--- src/rtl/sync_mutex_split8_if.sv ---
// Handshake bundle for the 1-to-8 token splitter: upstream drive/free,
// eight downstream drive/free lanes, plus status flags.
interface sync_mutex_split8_if #(
  parameter int DATA_WIDTH = 32
);
  logic                  i_drive;
  logic [2:0]            i_sel;
  logic [DATA_WIDTH-1:0] i_data;
  logic                  o_free;
  logic [7:0]            o_drive;
  logic [DATA_WIDTH-1:0] o_data;
  logic [7:0]            i_free;
  logic                  o_busy;
  logic                  o_err;

  // The splitter itself: consumes upstream drive and downstream frees.
  modport slave (
    input  i_drive, i_sel, i_data, i_free,
    output o_free, o_drive, o_data, o_busy, o_err
  );

  // The environment around the splitter.
  modport master (
    output i_drive, i_sel, i_data, i_free,
    input  o_free, o_drive, o_data, o_busy, o_err
  );
endinterface

--- src/rtl/sync_mutex_split8.sv ---
// Clocked 1-to-8 token splitter. Captures one upstream token, forwards a
// one-hot drive pulse to the selected lane after DRIVE_DELAY cycles, and
// returns the upstream free FREE_DELAY cycles after that lane frees it.
// Protocol violations are ignored but latch a sticky error flag.
module sync_mutex_split8 #(
  parameter int DATA_WIDTH  = 32,
  parameter int DRIVE_DELAY = 4,   // legal 1..15
  parameter int FREE_DELAY  = 4    // legal 1..15
) (
  input logic              clk,
  input logic              rst,
  sync_mutex_split8_if.slave bus
);

  typedef enum logic [1:0] {
    S_IDLE,
    S_DLY_DRV,
    S_WAIT_FREE,
    S_DLY_FREE
  } state_t;

  localparam logic [3:0] DRV_LOAD  = 4'(DRIVE_DELAY - 1);
  localparam logic [3:0] FREE_LOAD = 4'(FREE_DELAY - 1);

  state_t                r_state;
  logic [3:0]            r_cnt;
  logic [2:0]            r_cur_sel;
  logic [DATA_WIDTH-1:0] r_data;
  logic [7:0]            r_drive;
  logic                  r_free;
  logic                  r_busy;
  logic                  r_err;

  logic [7:0]            w_sel_mask;
  logic                  w_free_hit;
  logic                  w_stray_free;
  logic                  w_drive_err;

  assign w_sel_mask = 8'b0000_0001 << r_cur_sel;

  // Only WAIT_FREE accepts a free, and only on the held lane; any other
  // asserted free bit (including extras alongside the right one) is stray.
  assign w_free_hit   = (r_state == S_WAIT_FREE) && ((bus.i_free & w_sel_mask) != 8'h00);
  assign w_stray_free = (r_state == S_WAIT_FREE) ? ((bus.i_free & ~w_sel_mask) != 8'h00)
                                                 : (bus.i_free != 8'h00);
  assign w_drive_err  = bus.i_drive && (r_state != S_IDLE);

  // Token FSM with shared delay counter; every output is a register.
  // DLY_FREE lingers one extra cycle while o_free is high so a drive that
  // coincides with the o_free pulse is still seen as illegal and o_busy
  // drops on the edge that ends the pulse.
  always_ff @(posedge clk or posedge rst) begin
    if (rst) begin
      r_state   <= S_IDLE;
      r_cnt     <= 4'd0;
      r_cur_sel <= 3'd0;
      r_data    <= '0;
      r_drive   <= 8'h00;
      r_free    <= 1'b0;
      r_busy    <= 1'b0;
      r_err     <= 1'b0;
    end else begin
      r_drive <= 8'h00;
      if (w_drive_err || w_stray_free) begin
        r_err <= 1'b1;
      end
      case (r_state)
        S_IDLE: begin
          r_free <= 1'b0;
          if (bus.i_drive) begin
            r_data    <= bus.i_data;
            r_cur_sel <= bus.i_sel;
            r_cnt     <= DRV_LOAD;
            r_busy    <= 1'b1;
            r_state   <= S_DLY_DRV;
          end
        end
        S_DLY_DRV: begin
          if (r_cnt != 4'd0) begin
            r_cnt <= r_cnt - 4'd1;
          end else begin
            r_drive <= w_sel_mask;
            r_state <= S_WAIT_FREE;
          end
        end
        S_WAIT_FREE: begin
          if (w_free_hit) begin
            r_cnt   <= FREE_LOAD;
            r_state <= S_DLY_FREE;
          end
        end
        S_DLY_FREE: begin
          if (r_cnt != 4'd0) begin
            r_cnt <= r_cnt - 4'd1;
          end else if (!r_free) begin
            r_free <= 1'b1;
          end else begin
            r_free  <= 1'b0;
            r_busy  <= 1'b0;
            r_state <= S_IDLE;
          end
        end
        default: begin
          r_state <= S_IDLE;
        end
      endcase
    end
  end

  assign bus.o_drive = r_drive;
  assign bus.o_free  = r_free;
  assign bus.o_data  = r_data;
  assign bus.o_busy  = r_busy;
  assign bus.o_err   = r_err;

endmodule

--- src/flat_wrapper.sv ---
// flat-port wrapper written by rule: the top's interface ports become plain ports
module sync_mutex_split8_flat 
#(
  parameter int DATA_WIDTH  = 32,
  parameter int DRIVE_DELAY = 4,                 
  parameter int FREE_DELAY  = 4                  
)
  (clk, rst, bus_i_drive, bus_i_sel, bus_i_data, bus_i_free, bus_o_free, bus_o_drive, bus_o_data, bus_o_busy, bus_o_err);
  sync_mutex_split8_if #(.DATA_WIDTH(DATA_WIDTH)) bus_i ();
  input logic clk;
  input logic rst;
  input wire logic [$bits(bus_i.i_drive)-1:0] bus_i_drive;
  input wire logic [$bits(bus_i.i_sel)-1:0] bus_i_sel;
  input wire logic [$bits(bus_i.i_data)-1:0] bus_i_data;
  input wire logic [$bits(bus_i.i_free)-1:0] bus_i_free;
  output wire logic [$bits(bus_i.o_free)-1:0] bus_o_free;
  output wire logic [$bits(bus_i.o_drive)-1:0] bus_o_drive;
  output wire logic [$bits(bus_i.o_data)-1:0] bus_o_data;
  output wire logic [$bits(bus_i.o_busy)-1:0] bus_o_busy;
  output wire logic [$bits(bus_i.o_err)-1:0] bus_o_err;
  assign bus_i.i_drive = bus_i_drive;
  assign bus_i.i_sel = bus_i_sel;
  assign bus_i.i_data = bus_i_data;
  assign bus_i.i_free = bus_i_free;
  assign bus_o_free = bus_i.o_free;
  assign bus_o_drive = bus_i.o_drive;
  assign bus_o_data = bus_i.o_data;
  assign bus_o_busy = bus_i.o_busy;
  assign bus_o_err = bus_i.o_err;
  sync_mutex_split8 #(.DATA_WIDTH(DATA_WIDTH), .DRIVE_DELAY(DRIVE_DELAY), .FREE_DELAY(FREE_DELAY)) u_core (.clk(clk), .rst(rst), .bus(bus_i));
endmodule
--- config.mk ---
export PLATFORM = sky130hd
export DESIGN_NAME = sync_mutex_split8_flat
export DESIGN_NICKNAME = d
export VERILOG_FILES = /design/src/rtl/sync_mutex_split8_if.sv /design/src/rtl/sync_mutex_split8.sv /design/src/flat_wrapper.sv
export SDC_FILE = /design/constraint.sdc
export NUM_CORES = 1
export LEC_CHECK = 0
export ABC_CLOCK_PERIOD_IN_PS = 4700
export CAP_MARGIN = 0
export CORE_MARGIN = 10
export CORE_UTILIZATION = 40
export CTS_BUF_LIST = sky130_fd_sc_hd__clkbuf_8
export DETAILED_ROUTE_END_ITERATION = 7
export HOLD_SLACK_MARGIN = 0.05
export PLACE_DENSITY = 0.74
export SETUP_SLACK_MARGIN = 0.02
export SLEW_MARGIN = 25
export SYNTH_ARGS = -nofsm -noshare
export SYNTH_HDL_FRONTEND = slang
export SYNTH_SLANG_ARGS = --single-unit
--- constraint.sdc ---
create_clock -name clk -period 4.7 [get_ports clk]
set_input_delay 0.94 -clock clk [delete_from_list [all_inputs] [get_ports clk]]
set_output_delay 0.94 -clock clk [all_outputs]
set_load 0.02 [all_outputs]
==> summary.txt, run 1 <==
Worst setup path
  – Critical R2R Capture: u_core.r_cnt[0]$_DFFE_PP0P_
  – Critical path endpoint category: flip-flop
  – Crit Path Max Fanout: 6
  – CP Data Arrival Time: 2.63 ns
  – Reg2reg setup slack: 2.70 ns
  – Critical path class: input pin to flip-flop
  – R2R cell count: 5
  – CP required: 4.89 ns
  – Slowest CP cell: clkdlybuf4s50_1
  – Critical path launch point type: input pin
  – Cell Chain, Critical Path: clkdlybuf4s50_1 -> mux2i_1 -> o311ai_1 -> a211oi_2 -> nor3_2 -> mux2_4
  – Reg2reg start: u_core.r_cur_sel[0]$_DFFE_PP0P_
  – CP peak stage delay: 0.52 ns

Floorplanning
  – Placeable Area: 0.00554 mm2
  – # rows: 27
  – Die width: 95.8 um
  – Ports: 89
  – DIE AREA: 0.00917 mm2
  – Initial Utilization: 41.5%
  – Height of the chip: 95.8 um

Timing
  – Max-slew violation count: 0
  – RSZ-0062 raised after global routing: no
  – Fin. Hold Viols: 0
  – Final Cycle Share: 51.8%
  – Worst slew pin tran: 0.643 ns
  – Maximum clock frequency: 411 MHz
  – Hold slack: 0.510 ns
  – Period minus WS final: 2.43 ns
  – Setup_tns: 0 ns
  – Final setup viols: 0
  – Clk_skew: 0.00385 ns
  – Rel. slew slack: 57.1%

Layout
  – Commonest non-fill, non-tap cells in the layout: 88 x clkdlybuf4s50_1, 52 x dfrtp_1, 35 x mux2_2
  – Diode count: 0
  – Commonest non-fill, non-tap cell in the layout: clkdlybuf4s50_1
  – Area occupied by multi-input gates: 930 um2
  – Final core utilization: 60.9%
  – Share of layout cells above drive strength 1: 19.1%
  – FILL cells: 471
  – Sequential Area: 0.00130 mm2
  – Nets: 322
  – Area grow syn2layout: 46.9%

Logic synthesis
  – Mapped Area: 0.00230 mm2
  – Register bit total from synthesis: 52
  – Post-Syn Nets: 232
  – Post-synthesis simple-gate area fraction: 10.1%
  – Adder-cell share of the synthesized area: 2.72%
  – Syn. warnings: 0
  – Synth cell types: 38
  – Largest family of logic cells by synthesized area: multiplexers
  – EDFF count, synth: 0
  – Post-synth ARST share: 100%
  – Post-synthesis mux area share: 19.3%
  – Cell count after synthesis: 181
  – Predominant post-synthesis flop cell: dfrtp_1
  – Avg Inst Size Synth: 12.7 um2
  – Seq/Total Area, Yosys: 56.6%
  – Xor-xnor portion of the synthesized cell area: 0.381%
  – Compound-cell area share of the yosys netlist: 7.95%

Clocking
  – Root buf cell: clkbuf_8
  – Clk buf depth: 2
  – Post-CTS Hold Buffers: 0
  – Clock sink total: 52
  – Worst-path clk slew: 0.09 ns
  – Clock buffer count from CTS: 5
  – H-tree levels: 2
  – Worst skew pair latency: 0.30 ns
  – Setup Fix Bufs, Post-CTS: 0
  – CTS resizes: 0
  – TritonCTS clock tree: done

Power and ir drop
  – P_int: 1.36 mW
  – Worst ir drop on vdd: 346 uV
  – PwrDens: 633 mW/mm2
  – Gate power share: 49.2%
  – Seq pwr share: 35.7%
  – Leakage: 1.42 nW
  – Clock power share: 15.1%
  – Switching share of total power: 36.1%
  – Switching power: 0.772 mW
  – Tot Pwr: 2.14 mW

Drt
  – First drt pass iteration count: 4
  – Max Used Layer: met4
  – Antenna Nets Post-Route: 0
  – DR vias/cell: 4.97
  – Metal2 WL: 2720 um
  – Drt wl/cell: 16.2 um
  – Drt drc: 0
  – Drt first-iter violations: 94
  – Vias: 1709
  – Met3 wire len: 499 um
  – Final wirelength: 5590 um
  – M1 WL: 2300 um

Global route
  – GR Overflow Total: 0
  – Largest net degree at the start of global routing: 53
  – Gr usage total: 11.6%
  – Vias in the first global route: 1617
  – First-pass GRT wire length: 8450 um
  – Initial antenna violation count: 0

Hold path
  – Hold endpoint: u_core.bus.o_data[26]$_DFFE_PP0P_
  – Worst hold stages: 1
  – Worst hold path startpoint: u_core.bus.o_data[26]$_DFFE_PP0P_
  – Hold Crit Class: flip-flop to flip-flop

Placed design
  – Post-DP HPWL: 4250 um
  – Gp weighted congestion: 0.808
  – Input/output buffers: 88

Status
  – Status: complete, no violations

Job
  – Max Cap Viol: 0
[synthesized netlist by cell type, types with 4 or more instances]
cell type  number  area share [%]
a21oi_1         6             1.3
clkbuf_1        4            0.65
dfrtp_1        52              57
ha_1            5             2.7
inv_1          11             1.8
mux2_2         35              17
nand2_1         5            0.82
nor2_1         15             2.5
nor3_1          4            0.87
o21ai_0         5             1.1
[worst max path at each step]
stage               cells past startpoint                             to     startpoint  slack [ns]
CTS                                     6    u_core.r_cnt[0]$_DFFE_PP0P_  bus_i_free[0]        2.26
finish                                  6    u_core.r_cnt[0]$_DFFE_PP0P_  bus_i_free[0]        2.27
global placement                        6    u_core.r_cnt[0]$_DFFE_PP0P_  bus_i_free[5]        2.01
detailed placement                      6    u_core.r_cnt[0]$_DFFE_PP0P_  bus_i_free[0]        1.94
floorplan                               1  u_core.bus.o_busy$_DFFE_PP0P_            rst        2.50
global route                            6  u_core.r_state[1]$_DFFE_PP0P_  bus_i_free[0]        2.19
[sequential cells by signal, indices dropped and copies added, names as in the netlist]
name and cells:
u_core.bus.o_busy 1, u_core.bus.o_data 32, u_core.bus.o_drive 8, u_core.bus.o_err 1, u_core.bus.o_free 1, u_core.r_cnt 4, u_core.r_cur_sel 3, u_core.r_state 2
[final cells by class]
class,count,area share (%)
Clock buffer,6,2.45
Sequential cell,52,38.6
Clock inverter,2,1.15
Tap cell,72,2.67
Inverter,11,1.30
Timing Repair Buffer,89,26.3
Multi-Input combinational cell,112,27.5
[power by group through the flow]
stage               Combinational [mW]  Clock [mW]  Sequential [mW]
floorplan                        0.478           0            0.917
global placement                  1.05           0            0.765
detailed placement                1.06           0            0.774
CTS                               1.07       0.333            0.763
global route                      1.12       0.350            0.791
finish                            1.05       0.322            0.763
[metrics by stage]
stage	setup slack [ns]	area, um2	instances
floorplan	2.50	2300	181
global placement	2.01	3250	336
detailed placement	1.94	3250	336
CTS	2.26	3370	344
global route	2.19	3370	344
finish	2.27	3370	344
[critical path, delay by kind of cell]
family / cells / cell delay (ns)
multiplexers: 2 / 0.40
buffers and inverters: 1 / 0.52
AO/OA/AOI/OAI: 2 / 0.47
AND/OR/NAND/NOR: 1 / 0.28
[layer usage]
metal / vias to the layer above / global-route usage (%)
li1: 826 / -
met1: 804 / 14.2
met2: 73 / 18.6
met3: 6 / 4.05
met4: 0 / 4.18
met5: - / 0
[logic make-up (layout without fill, tap and decap cells)]
family | Yosys count | after routing
AOI/OAI and AO/OA | 26 | 26
xor gates and xnor gates | 1 | 1
adders and majority gates | 5 | 5
buffers and inverters | 17 | 108
DFF | 52 | 52
muxes | 39 | 39
and+or+nand+nor | 41 | 41
Power figures use the tool's default switching activity.
==> run 2: changes to the inputs <==
--- a/config.mk
+++ b/config.mk
@@ -5,14 +5,14 @@
 export SDC_FILE = /design/constraint.sdc
 export NUM_CORES = 1
 export LEC_CHECK = 0
-export ABC_CLOCK_PERIOD_IN_PS = 4700
+export ABC_CLOCK_PERIOD_IN_PS = 2100
 export CAP_MARGIN = 0
 export CORE_MARGIN = 10
 export CORE_UTILIZATION = 40
 export CTS_BUF_LIST = sky130_fd_sc_hd__clkbuf_8
 export DETAILED_ROUTE_END_ITERATION = 7
 export HOLD_SLACK_MARGIN = 0.05
-export PLACE_DENSITY = 0.74
+export PLACE_DENSITY = 0.77
 export SETUP_SLACK_MARGIN = 0.02
 export SLEW_MARGIN = 25
 export SYNTH_ARGS = -nofsm -noshare
==> constraint.sdc (replaced) <==
create_clock -name clk -period 2.1 [get_ports clk]
set_input_delay 0.42 -clock clk [delete_from_list [all_inputs] [get_ports clk]]
set_output_delay 0.42 -clock clk [all_outputs]
set_load 0.02 [all_outputs]
==> run 2 against run 1 <==
Net effect: clock-buffer cell count is the same; clock power grew 80%; utilization up 2.0 points; wire length is 5.4% higher; final area up 3.3%; setup slack got worse by 2.1 ns; final cell count rose by 3.8%; non-clock buffer count increased by 14; first-iteration DRC count fell by 41%; critical path type is now flip-flop to flip-flop; critical endpoint unchanged.
==> summary.txt, run 2 (same netlist as run 1, synthesis figures left out) <==
Worst setup path
  – CP Capture Point: u_core.r_cnt[0]$_DFFE_PP0P_ (unchanged)
  – R2R cell count: 6 (was 5)
  – Reg2reg setup slack: 0.19 ns (was 2.70 ns)
  – Critical Path Source: u_core.r_state[0]$_DFFE_PP0P_ (was bus_i_free[0])
  – CP Data Arrival Time: 2.09 ns (was 2.63 ns)
  – Critical path endpoint category: flip-flop (unchanged)
  – Reg2reg start: u_core.r_state[0]$_DFFE_PP0P_ (was u_core.r_cur_sel[0]$_DFFE_PP0P_)
  – Critical R2R Capture: u_core.r_cnt[0]$_DFFE_PP0P_ (unchanged)
  – Critical path class: flip-flop to flip-flop (was input pin to flip-flop)
  – CP required: 2.28 ns (was 4.89 ns)
  – Crit Path Max Fanout: 7 (was 6)
  – Critical path launch point type: flip-flop (was input pin)

Global route
  – GR Overflow Total: 0 (unchanged)
  – Vias in the first global route: 1833 (was 1617)
  – Initial antenna violation count: 0 (unchanged)
  – Largest net degree at the start of global routing: 36 (was 53)
  – First-pass GRT wire length: 9230 um (was 8450 um)
  – Gr usage total: 12.6% (was 11.6%)

Layout
  – FILL cells: 451 (was 471)
  – Commonest non-fill, non-tap cells in the layout: 88 x clkdlybuf4s50_1, 52 x dfrtp_1, 35 x mux2_2 (unchanged)
  – Area grow syn2layout: 51.8% (was 46.9%)
  – Sequential Area: 0.00130 mm2 (unchanged)
  – Nets: 336 (was 322)
  – Area occupied by multi-input gates: 945 um2 (was 930 um2)
  – Max reg flops: 32 (unchanged)
  – Commonest non-fill, non-tap cell in the layout: clkdlybuf4s50_1 (unchanged)
  – Fin area: 0.00349 mm2 (was 0.00337 mm2)
  – Share of layout cells above drive strength 1: 23.2% (was 19.1%)
  – Diode count: 0 (unchanged)

Timing
  – Clk_skew: 0.0107 ns (was 0.00385 ns)
  – Worst slew pin tran: 0.615 ns (was 0.643 ns)
  – Rel. slew slack: 58.8% (was 57.1%)
  – Maximum clock frequency: 524 MHz
  – Period minus WS final: 1.91 ns
  – Max-slew violation count: 0 (unchanged)
  – RSZ-0062 raised after global routing: no (unchanged)
  – Fin. Hold Viols: 0 (unchanged)
  – Final Cycle Share: 90.9%
  – Hold slack: 0.402 ns (was 0.510 ns)
  – Final setup viols: 0 (unchanged)

Clocking
  – Worst skew pair latency: 0.30 ns (about the same)
  – H-tree levels: 2 (unchanged)
  – TritonCTS clock tree: done (unchanged)
  – Worst-path clk slew: 0.09 ns (about the same)
  – Root buf cell: clkbuf_8 (unchanged)
  – Clock sink total: 52 (unchanged)
  – Post-CTS Hold Buffers: 0 (unchanged)
  – Clk buf depth: 2 (unchanged)
  – Clock buffer count from CTS: 5 (unchanged)

Power and ir drop
  – Worst ir drop on vdd: 547 uV (was 346 uV)
  – Leakage: 1.48 nW (was 1.42 nW)
  – PwrDens: 1380 mW/mm2 (was 633 mW/mm2)

Floorplanning
  – DIE AREA: 0.00917 mm2 (unchanged)
  – # rows: 27 (unchanged)
  – Placeable Area: 0.00554 mm2 (unchanged)
  – Initial Utilization: 41.5% (unchanged)
  – Die width: 95.8 um (unchanged)
  – Height of the chip: 95.8 um (unchanged)
  – Ports: 89 (unchanged)

Placed design
  – Input/output buffers: 88 (unchanged)
  – Placement Cell Area: 0.00338 mm2 (was 0.00325 mm2)
  – Gp weighted congestion: 0.844 (was 0.808)
  – Post-DP HPWL: 4620 um (was 4250 um)

Drt
  – Drt drc: 0 (unchanged)
  – Antenna Nets Post-Route: 0 (unchanged)
  – DR vias/cell: 5.00 (was 4.97)
  – Drt wl/cell: 16.5 um (was 16.2 um)
  – Final wirelength: 5890 um (was 5590 um)
  – Drt first-iter violations: 55 (was 94)
  – Vias: 1786 (was 1709)
  – First drt pass iteration count: 4 (unchanged)

Status
  – Status: complete, no violations (unchanged)

Job
  – Max Cap Viol: 0 (unchanged)

Hold path
  – Hold Crit Class: input pin to async pin (was flip-flop to flip-flop)
[run 2: changes by cell type in the layout (fill, tap and decap cells not counted), sizes merged]
cell	delta
buf	+14
bufinv	-1
[run 2: area by class of cell]
type / count / share of cell area, %
tap: 72 / 2.58
clock buffer: 6 / 2.37
clock inverter: 1 / 0.251
inverter: 11 / 1.18
timing repair buffer: 103 / 29.2
multi-input combinational: 112 / 27.1
sequential: 52 / 37.3
[run 2: power breakdown]
group | switching [mW] | leakage, nW | internal, mW
Combinational | 1.21 | 0.809 | 1.37
Sequential | 0.258 | 0.629 | 1.40
Clock | 0.316 | 0.0473 | 0.263
[run 2: metal layers]
layer	up-vias	global-route usage, %	wire length, um
met5	-	0	0
met4	0	4.05	76
met3	8	3.19	427
met2	70	21.8	2870
met1	855	15.1	2510
li1	853	-	-
[run 2: how the worst min path moves through the flow]
stage | start | to | slack [ns] | depth (start not counted)
CTS | rst | u_core.bus.o_data[13]$_DFFE_PP0P_ | 0.41 | 2
floorplan | u_core.r_cnt[1]$_DFFE_PP0P_ | u_core.r_cnt[1]$_DFFE_PP0P_ | 0.53 | 1
global placement | u_core.bus.o_data[3]$_DFFE_PP0P_ | u_core.bus.o_data[3]$_DFFE_PP0P_ | 0.49 | 1
finish | rst | u_core.bus.o_data[16]$_DFFE_PP0P_ | 0.40 | 2
detailed placement | u_core.bus.o_data[23]$_DFFE_PP0P_ | u_core.bus.o_data[23]$_DFFE_PP0P_ | 0.49 | 1
global route | rst | u_core.bus.o_data[26]$_DFFE_PP0P_ | 0.45 | 2
[run 2: worst max-delay path: stages, from the launching register on]
cell and delay [ns]:
dfrtp_1 0.44, inv_1 0.10, ha_1 0.24, inv_1 0.07, nor2_1 0.49, nor3_2 0.12
mux2_4 0.32
[run 2: per-stage QoR]
step	instances	setup WS, ns	power [mW]	TNS, ns	util [%]
floorplan	181	0.342	3.12	0	-
global placement	350	-0.000899	4.18	-0.000899	61.0
detailed placement	350	-0.0536	4.26	-0.141	61.0
CTS	357	0.149	4.84	0	62.7
global route	357	0.0262	5.12	0	62.9
finish	357	0.192	4.81	0	62.9
[run 2: timing repair]
item                                    4_1_cts  5_1_grt
setup buffers                                 0        0
endpoints found under the setup margin        0        1
gates resized for setup                       0        2
==> run 3: changes to the inputs <==
--- a/config.mk
+++ b/config.mk
@@ -6,7 +6,7 @@
 export NUM_CORES = 1
 export LEC_CHECK = 0
 export ABC_CLOCK_PERIOD_IN_PS = 2100
-export CAP_MARGIN = 0
+export CAP_MARGIN = 20
 export CORE_MARGIN = 10
 export CORE_UTILIZATION = 40
 export CTS_BUF_LIST = sky130_fd_sc_hd__clkbuf_8
==> results of run 3 <==
The final DEF is identical to that of run 2; final timing and power are the same.
